===== config.mk =====
export PLATFORM = sky130hd
export DESIGN_NAME = y_sram_fetch
export DESIGN_NICKNAME = d
export VERILOG_FILES = /design/src/rtl/y_sram_fetch.sv
export SDC_FILE = /design/constraint.sdc
export NUM_CORES = 1
export LEC_CHECK = 0
export CORE_AREA = 4 4 315 317
export CTS_CLUSTER_DIAMETER = 150
export DETAILED_ROUTE_END_ITERATION = 7
export DIE_AREA = 0 0 319 321
export DONT_BUFFER_PORTS = 1
export GPL_TIMING_DRIVEN = 0
export HOLD_SLACK_MARGIN = 0.12
export PLACE_DENSITY_LB_ADDON = 0.2
export SKIP_LAST_GASP = 1
export SYNTH_ARGS = -nofsm -noshare
export SYNTH_HDL_FRONTEND = slang
export SYNTH_SLANG_ARGS = --single-unit

===== constraint.sdc =====
create_clock -name clock -period 2.08 [get_ports clock]
set_input_delay 0.104 -clock clock [delete_from_list [all_inputs] [get_ports clock]]
set_output_delay 0.104 -clock clock [all_outputs]
set_load 0.1 [all_outputs]

===== src/rtl/y_sram_fetch.sv =====
// Y-matrix SRAM fetch engine: accepts one or two row addresses, issues pipelined SRAM reads and
// returns both words on a valid/ready channel. Optional macro: YF_SAME_ADDR_BYPASS_EN.
module y_sram_fetch #(
  parameter int ADDR_W = 11,
  parameter int DATA_W = 256,
  parameter int RD_LAT = 1,
  parameter int DEPTH  = 2048
) (
  input  logic              clock,
  input  logic              reset,
  input  logic              req_valid,
  output logic              req_ready,
  input  logic [ADDR_W-1:0] req_addr1,
  input  logic [ADDR_W-1:0] req_addr2,
  input  logic              req_dual,
  output logic              sram_ce,
  output logic [ADDR_W-1:0] sram_addr,
  input  logic [DATA_W-1:0] sram_rdata,
  output logic              rsp_valid,
  input  logic              rsp_ready,
  output logic [DATA_W-1:0] rsp_data1,
  output logic [DATA_W-1:0] rsp_data2,
  output logic              rsp_err
);

  typedef enum logic [1:0] {IDLE, ISSUE, DRAIN, RESP} state_t;

  // One extra bit so DEPTH == 2**ADDR_W compares correctly.
  localparam logic [ADDR_W:0] DEPTH_LIM = DEPTH[ADDR_W:0];

  state_t state, state_next;

  logic [ADDR_W-1:0] addr2_q;
  logic              dual_q;
  logic              bypass_q;
  logic              oor2_q;
  logic              slot_q;

  logic [RD_LAT-1:0] pipe_vld;
  logic [RD_LAT-1:0] pipe_rd;
  logic [RD_LAT-1:0] pipe_slot;
  logic [RD_LAT-1:0] pipe_last;

  logic accept;
  logic in1;
  logic in2;
  logic same;
  logic cap_vld;
  logic cap_rd;
  logic cap_slot;
  logic cap_last;
  logic issue_last;

  assign in1      = ({1'b0, req_addr1} < DEPTH_LIM);
  assign in2      = ({1'b0, req_addr2} < DEPTH_LIM);
  assign accept   = req_valid & req_ready;
  assign cap_vld  = pipe_vld[RD_LAT-1];
  assign cap_rd   = pipe_rd[RD_LAT-1];
  assign cap_slot = pipe_slot[RD_LAT-1];
  assign cap_last = pipe_last[RD_LAT-1];
  assign issue_last = slot_q | ~dual_q;

`ifdef YF_SAME_ADDR_BYPASS_EN
  // Identical in-range addresses share one read; the word fans out to both response slots.
  assign same = req_dual & in1 & in2 & (req_addr1 == req_addr2);
`else
  assign same = 1'b0;
`endif

  always_ff @(posedge clock) begin
    if (reset) begin
      state <= IDLE;
    end else begin
      state <= state_next;
    end
  end

  always_comb begin
    state_next = state;
    req_ready  = 1'b0;
    rsp_valid  = 1'b0;
    case (state)
      IDLE: begin
        req_ready = ~reset;
        if (accept) state_next = ISSUE;
      end
      ISSUE: begin
        if (issue_last) state_next = DRAIN;
      end
      DRAIN: begin
        if (cap_vld && cap_last) state_next = RESP;
      end
      RESP: begin
        rsp_valid = 1'b1;
        if (rsp_ready) state_next = IDLE;
      end
      default: state_next = IDLE;
    endcase
  end

  always_ff @(posedge clock) begin
    if (reset) begin
      addr2_q   <= '0;
      dual_q    <= 1'b0;
      bypass_q  <= 1'b0;
      oor2_q    <= 1'b0;
      slot_q    <= 1'b0;
      sram_ce   <= 1'b0;
      sram_addr <= '0;
      rsp_data1 <= '0;
      rsp_data2 <= '0;
      rsp_err   <= 1'b0;
      pipe_vld  <= '0;
      pipe_rd   <= '0;
      pipe_slot <= '0;
      pipe_last <= '0;
    end else begin
      // Each issue slot is tagged so its data is captured exactly RD_LAT cycles later.
      pipe_vld[0]  <= (state == ISSUE);
      pipe_rd[0]   <= sram_ce;
      pipe_slot[0] <= slot_q;
      pipe_last[0] <= issue_last;
      for (int i = 1; i < RD_LAT; i++) begin
        pipe_vld[i]  <= pipe_vld[i-1];
        pipe_rd[i]   <= pipe_rd[i-1];
        pipe_slot[i] <= pipe_slot[i-1];
        pipe_last[i] <= pipe_last[i-1];
      end

      if (accept) begin
        addr2_q   <= req_addr2;
        dual_q    <= req_dual & ~same;
        bypass_q  <= same;
        oor2_q    <= ~in2;
        slot_q    <= 1'b0;
        rsp_data1 <= '0;
        rsp_data2 <= '0;
        rsp_err   <= ~in1 | (req_dual & ~in2);
        sram_ce   <= in1;
        if (in1) sram_addr <= req_addr1;
      end else if (state == ISSUE && !slot_q && dual_q) begin
        slot_q  <= 1'b1;
        sram_ce <= ~oor2_q;
        if (!oor2_q) sram_addr <= addr2_q;
      end else begin
        sram_ce <= 1'b0;
      end

      if (cap_vld && cap_rd) begin
        if (!cap_slot) begin
          rsp_data1 <= sram_rdata;
          if (bypass_q) rsp_data2 <= sram_rdata;
        end else begin
          rsp_data2 <= sram_rdata;
        end
      end
    end
  end

endmodule

==> flow_summary_export.csv <==
group,metric,value,unit
synth,synth_area,17480,um2
detailed_routing,vias,14760,
power,switching_share,27.47,%
final_layout,drive_gt1_share,10.23,%
setup_path,crit_path_frequent_cell,"buf_4",
clocking,clkTransAtPathRegs,0.06,ns
sta,max-slew-margin-rel,18.87,%
setup_path,ff2ff_path_depth,7,
min_path,hold_depth,2,
setup_path,path_cells,"and3b_1, buf_4, a211oi_4, buf_4, buf_4, clkbuf_1, a22o_1",
detailed_routing,ant_nets,0,
placed_design,dp_hpwl,61060,um
sta,min_period,1.973,ns
synth,postSynthCellCount,1635,
power,p_sw,6.769,mW
final_layout,final_area,24230,um2
clocking,cts_tree,"built",
floorplanning,fp.dieW,319,um
final_layout,syn_to_final_growth,38.67,%
global_route,grt_overflow,0,
placed_design,portBuffers,0,
synth,synthesis.nets,1923,
sta,tightestPinTransition,1.215,ns
clocking,cts_sinks,543,
power,p_leak,8.861,nW
floorplanning,core_area,96280,um2
sta,rsz0062_at_grt,"false",
detailed_routing,finalWirelength,79230,um
synth,synth_seq_cells,543,
clocking,htree_levels,2,
sta,max_freq,0.5068,GHz
final_layout,fillers,10350,
sta,finalClockSkew,0.01543,ns
detailed_routing,drt_iter0_drc,789,
setup_path,critPathLaunchType,"flip-flop",
synth,yosys_warnings,0,
global_route,antenna_found_initial,7,
power,p_int,17.87,mW
synth,ys_seq_area_share,62.20,%
power,seq_power_share,45.9,%
clocking,insertion_delay,0.62,ns
power,p_total,24.64,mW
final_layout,final_nets,2281,
floorplanning,start_util,18.15,%
setup_path,crit_path_max_incr_delay,0.40,ns
final_layout,multi_input_area,5963,um2
setup_path,cp_slowest_cell,"clkbuf_1",
global_route,grt_pass1_wl,112100,um
floorplanning,rows,114,
detailed_routing,drt-pass1-iter-count,5,
clocking,clockRootBuffer,"clkbuf_16",
synth,synth_cell_types,25,
setup_path,cp_max_fo,10,
setup_path,critPathKind,"flip-flop to flip-flop",
power,p_per_area,1017,nW/um2
global_route,grt_usage,14.58,%
global_route,grt_start_max_net_pins,20,
floorplanning,die_area,102400,um2
power,p_clk_share,43.3,%
clocking,numCtsBuffers,60,
outcome,status,"complete, no violations",
global_route,grt_pass1_vias,15220,
setup_path,crit_required,2.64,ns
sta,slew_viol_final,0,
sta,setup_viol,0,
sta,min_period_over_period,94.87,%
sta,hold_viol_final,0,
sta,finalSetupTns,0,ns
detailed_routing,vias_per_cell,4.457,
setup_path,cp-end-kind,"flip-flop",
setup_path,path_buf_inv,4,
setup_path,crit_arrival,2.53,ns
sta,hold_ws,0.1848,ns
clocking,clk_path_buf_depth,3,
final_layout,seqCellArea,10870,um2
placed_design,place.gp.congestion,0.8060,
floorplanning,die_h,321,um
setup_path,path_depth,7,
setup_path,crit_family,"buffers and inverters",
synth,avgSynthCellArea,10.69,um2
detailed_routing,wl_per_cell,23.93,um
placed_design,placed_area,19080,um2
min_path,hp-class,"primary input to flip-flop",
detailed_routing,drcViolationCount,0,
power,pwr-share-comb,10.8,%
floorplanning,boundaryPins,810,
power,ir_drop,558.6,uV
run,max_cap_viol_count,0,
==> cell usage in the layout, fill, tap and decap left out, types with 2 or more instances in the layout <==
cell and count:
buf_2 29, inv_2 2, nor2_4 2, nand3b_1 2
clkbuf_1 71, nor2b_1 4, nor2_1 329, clkinv_2 10
buf_4 37, a21oi_1 13, clkbuf_2 21, dlygate4sd3_1 288
clkinvlp_4 2, buf_1 3, and3b_1 2, clkbuf_8 16
bufinv_16 4, nand2_1 25, clkbuf_4 7, a22o_1 197
a211oi_1 11, buf_12 2, a22oi_1 316, nand2b_1 3
buf_6 6, clkbuf_16 61, ha_1 3, mux2i_1 12
dfxtp_1 542
==> cells in the mapped netlist (all sizes together) <==
library cell | number | area (um2)
a211oi | 12 | 102.6
a21oi | 13 | 65.06
a221oi | 1 | 8.760
a22o | 197 | 1725
a22oi | 316 | 2372
and3 | 1 | 6.260
and3b | 3 | 26.28
buf | 70 | 345.3
clkbuf | 89 | 334.1
conb | 1 | 3.750
dfxtp | 543 | 10870
ha | 5 | 62.56
inv | 3 | 11.26
mux2i | 12 | 120.1
nand2 | 25 | 93.84
nand2b | 3 | 18.77
nand3 | 1 | 5.000
nand3b | 2 | 15.01
nand4b | 1 | 8.760
nor2 | 331 | 1242
nor2b | 5 | 31.28
o31ai | 1 | 7.510
==> area by class of cell <==
type / instances / share of cell area, %
Sequential cell: 543 / 44.86
Multi-Input combinational cell: 930 / 24.61
Inverter: 3 / 0.04647
Timing Repair Buffer: 301 / 12.40
Tap cell: 1276 / 6.588
Buffer: 154 / 3.340
Clock buffer: 86 / 7.347
Clock inverter: 17 / 0.8002
Antenna cell: 1 / 0.01033
==> power by group through the flow <==
stage          Combinational [mW]  Sequential, mW  Clock [mW]
2_1_floorplan                1.13            11.5           0
3_3_place_gp                 1.82            11.5           0
3_5_place_dp                 1.87            11.5           0
4_1_cts                      2.66            11.3        11.0
5_1_grt                      2.89            11.3        11.4
6_report                     2.66            11.3        10.7
==> worst paths after layout <==
kind	startpoint	slack, ns	endpoint
worst max-delay path	cap_slot	0.11	rsp_data1[27]
worst min-delay path	sram_rdata[232]	0.18	rsp_data1[232]
worst max register to register	cap_slot	0.11	rsp_data1[27]
worst min register to register	addr2_q[3]	0.45	addr2_q[3]
==> logic make-up (layout without fill, tap and decap cells) <==
logic type      Yosys count  after routing  synth area share [%]
flops                   543            543                 62.20
buf+inv                 162            561                 3.952
fa+ha+maj                 5              5                0.3580
compound gates          540            540                 24.50
other cells               1              2               0.02146
mux                      12             12                0.6873
simple gates            372            372                 8.283
==> per-stage QoR <==
step	instances	utilization, %	setup slack (ns)
detailed placement	2911	19.81	-1.270
finish	3311	25.17	0.1067
CTS	3308	25.09	-0.02202
global placement	2911	19.81	-1.197
floorplan	1635	-	0.2591
global route	3310	25.17	0.0002744
==> state kept, by name, summed over array words and instances, names as in the netlist, 2 cells and up <==
register,count
rsp_data2,256
sram_addr,11
rsp_data1,256
addr2_q,11
state,2
==> metal layers <==
layer	global-route usage (%)	vias up	part of all wire, %
met5	0	-	0.052
met4	4.397	6	2.9
met3	5.713	127	9.7
met2	26.58	693	51
met1	15.54	7258	36
li1	-	6673	-
==> timing repair <==
item | 4_1_cts | 5_1_grt
hold endpoints to repair | 538 | 0
endpoints found under the setup margin | 538 | 361
hold buffers | 288 | 0
setup buffers | 10 | 3
pin swaps | 4 | 1
gates resized for setup | 59 | 41
Power figures use the tool's default switching activity.
